<file path="config.mk">
export PLATFORM = sky130hd
export DESIGN_NAME = read_steer_router_flat
export DESIGN_NICKNAME = d
export VERILOG_FILES = /design/src/rtl/read_steer_router_if.sv /design/src/rtl/read_steer_router.sv /design/src/flat_wrapper.sv
export SDC_FILE = /design/constraint.sdc
export NUM_CORES = 1
export LEC_CHECK = 0
export BUFFER_PORTS_ARGS = -buffer_cell sky130_fd_sc_hd__buf_2
export CAP_MARGIN = 10
export CORE_ASPECT_RATIO = 1.4
export CORE_UTILIZATION = 54
export CTS_CLUSTER_SIZE = 16
export DETAILED_ROUTE_END_ITERATION = 8
export PLACE_DENSITY = 0.73
export SYNTH_ARGS = -nofsm -noshare
export SYNTH_HDL_FRONTEND = slang
export SYNTH_SLANG_ARGS = --single-unit
</file>
<file path="constraint.sdc">
create_clock -name readclk -period 5.85 [get_ports readclk]
set_input_delay 1.17 -clock readclk [delete_from_list [all_inputs] [get_ports readclk]]
set_output_delay 1.17 -clock readclk [all_outputs]
set_load 0.01 [all_outputs]
</file>
<file path="src/rtl/read_steer_router_if.sv">
// Read-steer router bus interface.
//
// Groups the run control, the read-word input and the per-lane output handshakes
// of read_steer_router. The clock and reset stay plain module ports.
//   master : environment side (drives start, in_valid, in_data, lane_ready)
//   slave  : router side (drives hold, selectline, lane_*, word_count, overflow, done)
// Optional macro READ_STEER_ROUTER_PARITY_EN adds lane_parity[NLANES].
interface read_steer_router_if #(
  parameter int unsigned DW     = 8,
  parameter int unsigned NLANES = 8,
  parameter int unsigned NWORDS = 2048
);
  localparam int unsigned SelW = $clog2(NLANES);
  localparam int unsigned WcW  = $clog2(NWORDS + 1);

  logic                   start;
  logic                   in_valid;
  logic [DW-1:0]          in_data;
  logic                   hold;
  logic [SelW-1:0]        selectline;
  logic [NLANES*DW-1:0]   lane_data;
  logic [NLANES-1:0]      lane_valid;
  logic [NLANES-1:0]      lane_ready;
  logic [WcW-1:0]         word_count;
  logic                   overflow;
  logic                   done;
`ifdef READ_STEER_ROUTER_PARITY_EN
  logic [NLANES-1:0]      lane_parity;
`endif

  modport master (
    output start, in_valid, in_data, lane_ready,
`ifdef READ_STEER_ROUTER_PARITY_EN
    input  lane_parity,
`endif
    input  hold, selectline, lane_data, lane_valid, word_count, overflow, done
  );

  modport slave (
    input  start, in_valid, in_data, lane_ready,
`ifdef READ_STEER_ROUTER_PARITY_EN
    output lane_parity,
`endif
    output hold, selectline, lane_data, lane_valid, word_count, overflow, done
  );
endinterface

</file>
<file path="src/rtl/read_steer_router.sv">
// Read-steer router: distributes the RAM port-B read word stream round-robin across
// NLANES output lanes, each backed by a LANE_DEPTH-entry FIFO with valid/ready.
//
// Ports:
//   readclk : single clock, rising edge
//   reset   : synchronous, active-high
//   bus     : read_steer_router_if.slave
//             in  start, in_valid, in_data, lane_ready
//             out hold, selectline, lane_data (lane k at [k*DW +: DW]), lane_valid,
//                 word_count, overflow (sticky drop flag), done
// Optional macro READ_STEER_ROUTER_PARITY_EN: each FIFO entry also stores the even
// parity bit of the pushed word, presented on lane_parity (0 for an empty lane).
module read_steer_router #(
  parameter int unsigned DW         = 8,
  parameter int unsigned NLANES     = 8,
  parameter int unsigned LANE_DEPTH = 4,
  parameter int unsigned NWORDS     = 2048
) (
  input logic                readclk,
  input logic                reset,
  read_steer_router_if.slave bus
);
  localparam int unsigned SelW = $clog2(NLANES);
  localparam int unsigned PtrW = $clog2(LANE_DEPTH);
  localparam int unsigned CntW = $clog2(LANE_DEPTH + 1);
  localparam int unsigned WcW  = $clog2(NWORDS + 1);
`ifdef READ_STEER_ROUTER_PARITY_EN
  localparam int unsigned EW = DW + 1;
`else
  localparam int unsigned EW = DW;
`endif

  localparam logic [CntW-1:0] LaneFull = CntW'(LANE_DEPTH);
  localparam logic [WcW-1:0]  WcLast   = WcW'(NWORDS);

  typedef enum logic [1:0] {StIdle, StRoute, StDrain, StDone} state_e;

  state_e          state_q, state_d;
  logic [SelW-1:0] sel_q, sel_d;
  logic [WcW-1:0]  wc_q, wc_d;
  logic            ovf_q, ovf_d;

  logic [EW-1:0]   mem_q    [NLANES][LANE_DEPTH];
  logic [EW-1:0]   mem_d    [NLANES][LANE_DEPTH];
  logic [PtrW-1:0] wr_ptr_q [NLANES];
  logic [PtrW-1:0] wr_ptr_d [NLANES];
  logic [PtrW-1:0] rd_ptr_q [NLANES];
  logic [PtrW-1:0] rd_ptr_d [NLANES];
  logic [CntW-1:0] cnt_q    [NLANES];
  logic [CntW-1:0] cnt_d    [NLANES];

  logic [NLANES-1:0] lane_empty;
  logic [NLANES-1:0] lane_pop;
  logic [NLANES-1:0] lane_push;
  logic              all_empty;
  logic              hold;
  logic              accept;
  logic [EW-1:0]     push_word;

  // Hold looks only at registered occupancy: a pop from the selected lane this
  // cycle does not open room until the next cycle.
  assign hold      = (state_q != StRoute) || (cnt_q[sel_q] == LaneFull);
  assign accept    = bus.in_valid && !hold;
  assign lane_push = accept ? (NLANES'(1) << sel_q) : '0;
  assign all_empty = &lane_empty;

`ifdef READ_STEER_ROUTER_PARITY_EN
  assign push_word = {^bus.in_data, bus.in_data};
`else
  assign push_word = bus.in_data;
`endif

  always_comb begin
    lane_empty = '0;
    lane_pop   = '0;
    for (int unsigned k = 0; k < NLANES; k++) begin
      lane_empty[k] = (cnt_q[k] == '0);
      // Pop decision uses the pre-push count, so a push into an empty lane never
      // falls through in the same cycle.
      lane_pop[k]   = !lane_empty[k] && bus.lane_ready[k];
    end
  end

  // Lane FIFO next state.
  always_comb begin
    mem_d    = mem_q;
    wr_ptr_d = wr_ptr_q;
    rd_ptr_d = rd_ptr_q;
    cnt_d    = cnt_q;
    for (int unsigned k = 0; k < NLANES; k++) begin
      if (lane_push[k]) begin
        mem_d[k][wr_ptr_q[k]] = push_word;
        wr_ptr_d[k]           = wr_ptr_q[k] + PtrW'(1);
      end
      if (lane_pop[k]) begin
        rd_ptr_d[k] = rd_ptr_q[k] + PtrW'(1);
      end
      case ({lane_push[k], lane_pop[k]})
        2'b10:   cnt_d[k] = cnt_q[k] + CntW'(1);
        2'b01:   cnt_d[k] = cnt_q[k] - CntW'(1);
        default: cnt_d[k] = cnt_q[k];
      endcase
    end
  end

  // Run control FSM.
  always_comb begin
    state_d = state_q;
    sel_d   = sel_q;
    wc_d    = wc_q;
    // Any word presented while hold is high (including outside ROUTE) is dropped.
    ovf_d   = ovf_q | (bus.in_valid & hold);
    case (state_q)
      StIdle: begin
        if (bus.start) begin
          wc_d    = '0;
          ovf_d   = 1'b0;
          sel_d   = '0;
          state_d = StRoute;
        end
      end
      StRoute: begin
        if (accept) begin
          sel_d = sel_q + SelW'(1);
          if (wc_q != WcLast) begin
            wc_d = wc_q + WcW'(1);
          end
          if ((wc_q + WcW'(1)) == WcLast) begin
            state_d = StDrain;
          end
        end
      end
      StDrain: begin
        if (all_empty) begin
          state_d = StDone;
        end
      end
      StDone: begin
        if (!bus.start) begin
          state_d = StIdle;
        end
      end
      default: state_d = StIdle;
    endcase
  end

  always_ff @(posedge readclk) begin
    if (reset) begin
      state_q <= StIdle;
      sel_q   <= '0;
      wc_q    <= '0;
      ovf_q   <= 1'b0;
      for (int unsigned k = 0; k < NLANES; k++) begin
        wr_ptr_q[k] <= '0;
        rd_ptr_q[k] <= '0;
        cnt_q[k]    <= '0;
      end
    end else begin
      state_q  <= state_d;
      sel_q    <= sel_d;
      wc_q     <= wc_d;
      ovf_q    <= ovf_d;
      wr_ptr_q <= wr_ptr_d;
      rd_ptr_q <= rd_ptr_d;
      cnt_q    <= cnt_d;
    end
  end

  // Storage needs no reset: outputs are masked by lane occupancy.
  always_ff @(posedge readclk) begin
    mem_q <= mem_d;
  end

  always_comb begin
    bus.lane_data = '0;
`ifdef READ_STEER_ROUTER_PARITY_EN
    bus.lane_parity = '0;
`endif
    for (int unsigned k = 0; k < NLANES; k++) begin
      if (!lane_empty[k]) begin
        bus.lane_data[k*DW +: DW] = mem_q[k][rd_ptr_q[k]][DW-1:0];
`ifdef READ_STEER_ROUTER_PARITY_EN
        bus.lane_parity[k] = mem_q[k][rd_ptr_q[k]][DW];
`endif
      end
    end
  end

  assign bus.hold       = hold;
  assign bus.selectline = sel_q;
  assign bus.lane_valid = ~lane_empty;
  assign bus.word_count = wc_q;
  assign bus.overflow   = ovf_q;
  assign bus.done       = (state_q == StDone);
endmodule

</file>
<file path="src/flat_wrapper.sv">
// flat-port wrapper written by rule: the top's interface ports become plain ports
module read_steer_router_flat 
#(
  parameter int unsigned DW         = 8,
  parameter int unsigned NLANES     = 8,
  parameter int unsigned LANE_DEPTH = 4,
  parameter int unsigned NWORDS     = 2048
)
  (readclk, reset, bus_start, bus_in_valid, bus_in_data, bus_lane_ready, bus_hold, bus_selectline, bus_lane_data, bus_lane_valid, bus_word_count, bus_overflow, bus_done);
  read_steer_router_if #(.DW(DW), .NLANES(NLANES), .NWORDS(NWORDS)) bus_i ();
  input logic readclk;
  input logic reset;
  input wire logic [$bits(bus_i.start)-1:0] bus_start;
  input wire logic [$bits(bus_i.in_valid)-1:0] bus_in_valid;
  input wire logic [$bits(bus_i.in_data)-1:0] bus_in_data;
  input wire logic [$bits(bus_i.lane_ready)-1:0] bus_lane_ready;
  output wire logic [$bits(bus_i.hold)-1:0] bus_hold;
  output wire logic [$bits(bus_i.selectline)-1:0] bus_selectline;
  output wire logic [$bits(bus_i.lane_data)-1:0] bus_lane_data;
  output wire logic [$bits(bus_i.lane_valid)-1:0] bus_lane_valid;
  output wire logic [$bits(bus_i.word_count)-1:0] bus_word_count;
  output wire logic [$bits(bus_i.overflow)-1:0] bus_overflow;
  output wire logic [$bits(bus_i.done)-1:0] bus_done;
  assign bus_i.start = bus_start;
  assign bus_i.in_valid = bus_in_valid;
  assign bus_i.in_data = bus_in_data;
  assign bus_i.lane_ready = bus_lane_ready;
  assign bus_hold = bus_i.hold;
  assign bus_selectline = bus_i.selectline;
  assign bus_lane_data = bus_i.lane_data;
  assign bus_lane_valid = bus_i.lane_valid;
  assign bus_word_count = bus_i.word_count;
  assign bus_overflow = bus_i.overflow;
  assign bus_done = bus_i.done;
  read_steer_router #(.DW(DW), .NLANES(NLANES), .LANE_DEPTH(LANE_DEPTH), .NWORDS(NWORDS)) u_core (.readclk(readclk), .reset(reset), .bus(bus_i));
endmodule
</file>
==> flow_summary.ini <==
[detailed_routing]
routedWlPerCell_um = 18.8
vias = 7740
drtIter0Drc = 431
viasPerCell = 5.54
dr.pass1.iters = 5
drc = 0
routed_wl_um = 26300
ant_nets = 0

[floorplanning]
die_height_um = 195
start_util = 0.548
die_area_mm2 = 0.0271
core_mm2 = 0.0261
die_x_um = 140
fp-row-count = 70
io_pins = 110

[place]
gp_congestion = 0.818
hpwl_um = 17100
port_buffers = 109

[worst_setup_path]
reg2reg_from = u_core.bus.selectline[0]
crit_path_end_kind = output pin
critPathLaunchType = flip-flop
required_ns = 4.68
regToRegSetupSlack_ns = 2.44
crit_arrival_ns = 2.51
r2r_end = u_core.cnt_q[2]
critical_path_class = reg2out
critPathMaxFanout = 15
rr_worst_depth = 11

[finish]
drive_above_1_share = 0.228
syn_to_final_growth_pct = 12.8
fin_nets = 1128
antenna_cells = 0

[logic_synthesis]
netlist_top_cells_count = edfxtp_1, and2_1, nor2_1, dfxtp_1, mux4_2
synth_edf_count = 256
netlist.area_leader.share = 0.537
synthFlopType = edfxtp_1
ys_warn_count = 0
synth_area_leaders = edfxtp_1, dfxtp_1, mux4_2, and2_1, ha_1
synth_top_cell_by_area = edfxtp_1
netlist_instances = 946
async_reset_ff_frac = 0
synth.avg_cell_area_um2 = 15.1
seq_area_frac_synth = 0.641
ys_types = 54
synth.most_common_cell = edfxtp_1
synth_area_mm2 = 0.0143
syn_nets = 1026
synth_seq_cells = 330

[cts]
cts_tree = done
cts-htree-levels = 1
cts_buffer_depth = 3
cts-buffers-inserted = 30
post_cts_buffers = 0
clk_latency_ns = 0.55
cts_hold_buf = 0
cts-root-buf = clkbuf_16
cts_resized = 0
cts.sinks = 330
clk_pin_slew_worst_paths_ns = 0.06

[sta]
worstMarginPinSlew_ns = 0.827
setup-violations-final = 0
final.period_utilization = 0.629
hold_viol_final = 0
skew_ns = 0.0119
finalMaxSlewViolations = 0
max_freq_ghz = 0.272
tns_ns = 0
fin_hold_ws_ns = 0.506
period_needed_ns = 3.68
relSlewSlack = 0.449
rsz0062_at_grt = false

[job]
cap_violations = 0

[grt]
antenna_found_initial = 0
grt_max_degree = 78
busiest_layer = met2
grtUsageMet1 = 0.251
grt_first_pass_wirelength_um = 42200
use_met3 = 0.0266
grt_pass1_vias = 7993
grtUsageTotal = 0.201
overflow = 0
grt_util_met2 = 0.361

[hold_path]
min-delay-start = u_core.cnt_q[5]
holdPathEnd = u_core.cnt_q[5]
hold_class = reg2reg
hold_depth = 2

[power]
leakagePower_nw = 5.62
ir_worst_vdd_mv = 0.222
power.density_mw_per_mm2 = 321

[run_status]
outcome = finished, final reports clean
report_power, final:
group          leakage [nW]  internal (mW)  switching [mW]
clock                 0.514           1.24           0.846
combinational          2.21          0.186           0.295
sequential             2.90           2.56          0.0552
total                  5.62           3.99            1.20
stage by stage:
step / utilization / instance area, µm² / worst slack (ns) / total power [mW] / std cells
2_1_floorplan: - / 14300 / 2.74 / 3.01 / 946
3_3_place_gp: 0.577 / 15100 / 2.54 / 3.14 / 1340
3_5_place_dp: 0.577 / 15100 / 2.44 / 3.15 / 1340
4_1_cts: 0.618 / 16100 / 2.15 / 5.23 / 1396
5_1_grt: 0.618 / 16100 / 2.03 / 5.37 / 1396
6_report: 0.618 / 16100 / 2.17 / 5.18 / 1396
sequential cells by signal, summed over array words and instances, names as in the netlist:
signal / count
u_core.cnt_q: 24
u_core.mem_q: 256
u_core.wr_ptr_q: 16
u_core.bus.selectline: 3
u_core.rd_ptr_q: 16
u_core.bus.overflow: 1
u_core.bus.word_count: 12
u_core.state_q: 2
per-layer routing:
metal,vias to the layer above,share of wire
met1,3866,0.41
li1,3653,-
met5,-,0
met4,0,0.028
met2,167,0.53
met3,54,0.040
cell usage in the layout (no fill, tap or decap), types with 17 or more instances in the layout:
| cell | n |
|---|---|
| xnor2_1 | 17 |
| ha_1 | 52 |
| and2_1 | 105 |
| a21oi_1 | 30 |
| mux4_2 | 65 |
| edfxtp_1 | 256 |
| buf_2 | 109 |
| or3_1 | 18 |
| nand2_1 | 22 |
| nor2_1 | 75 |
| inv_1 | 64 |
| clkbuf_16 | 31 |
| xor2_1 | 24 |
| dfxtp_1 | 74 |
layout make-up:
class	instances	area, µm²
Clock buffer	33	783
Clock inverter	23	294
Fill cell	1926	9960
Inverter	64	240
Multi-Input combinational cell	512	4690
Sequential cell	330	9170
Tap cell	324	405
Timing Repair Buffer	110	553
critical path: stages, from the launching register on:
cell	delay (ns)
dfxtp_1	0.50
nor4b_1	0.50
a31oi_1	0.08
mux4_2	0.59
nand2_1	0.15
buf_2	0.15
cell families (layout without fill, tap and decap cells):
kind of cell	count (synthesis)	count (layout)	synth area share
and+or+nand+nor	257	257	0.0983
DFF	330	330	0.641
AOI/OAI and AO/OA	79	79	0.0383
buffers and inverters	104	230	0.0310
xor gates and xnor gates	41	41	0.0251
muxes	75	75	0.110
adders and majority gates	60	60	0.0567
worst max path at each step:
stage                                         from               end  slack [ns]  depth (start not counted)
final                     u_core.bus.selectline[0]          bus_hold        2.17                          5
after global routing      u_core.bus.selectline[0]          bus_hold        2.03                          5
after CTS                 u_core.bus.selectline[0]          bus_hold        2.15                          5
after detailed placement  u_core.bus.selectline[0]  u_core.cnt_q[14]        2.44                         11
after global placement                bus_in_valid  u_core.cnt_q[20]        2.54                         11
after floorplan           u_core.bus.selectline[0]   u_core.cnt_q[2]        2.74                         13
(Power assumes the default switching activity.)
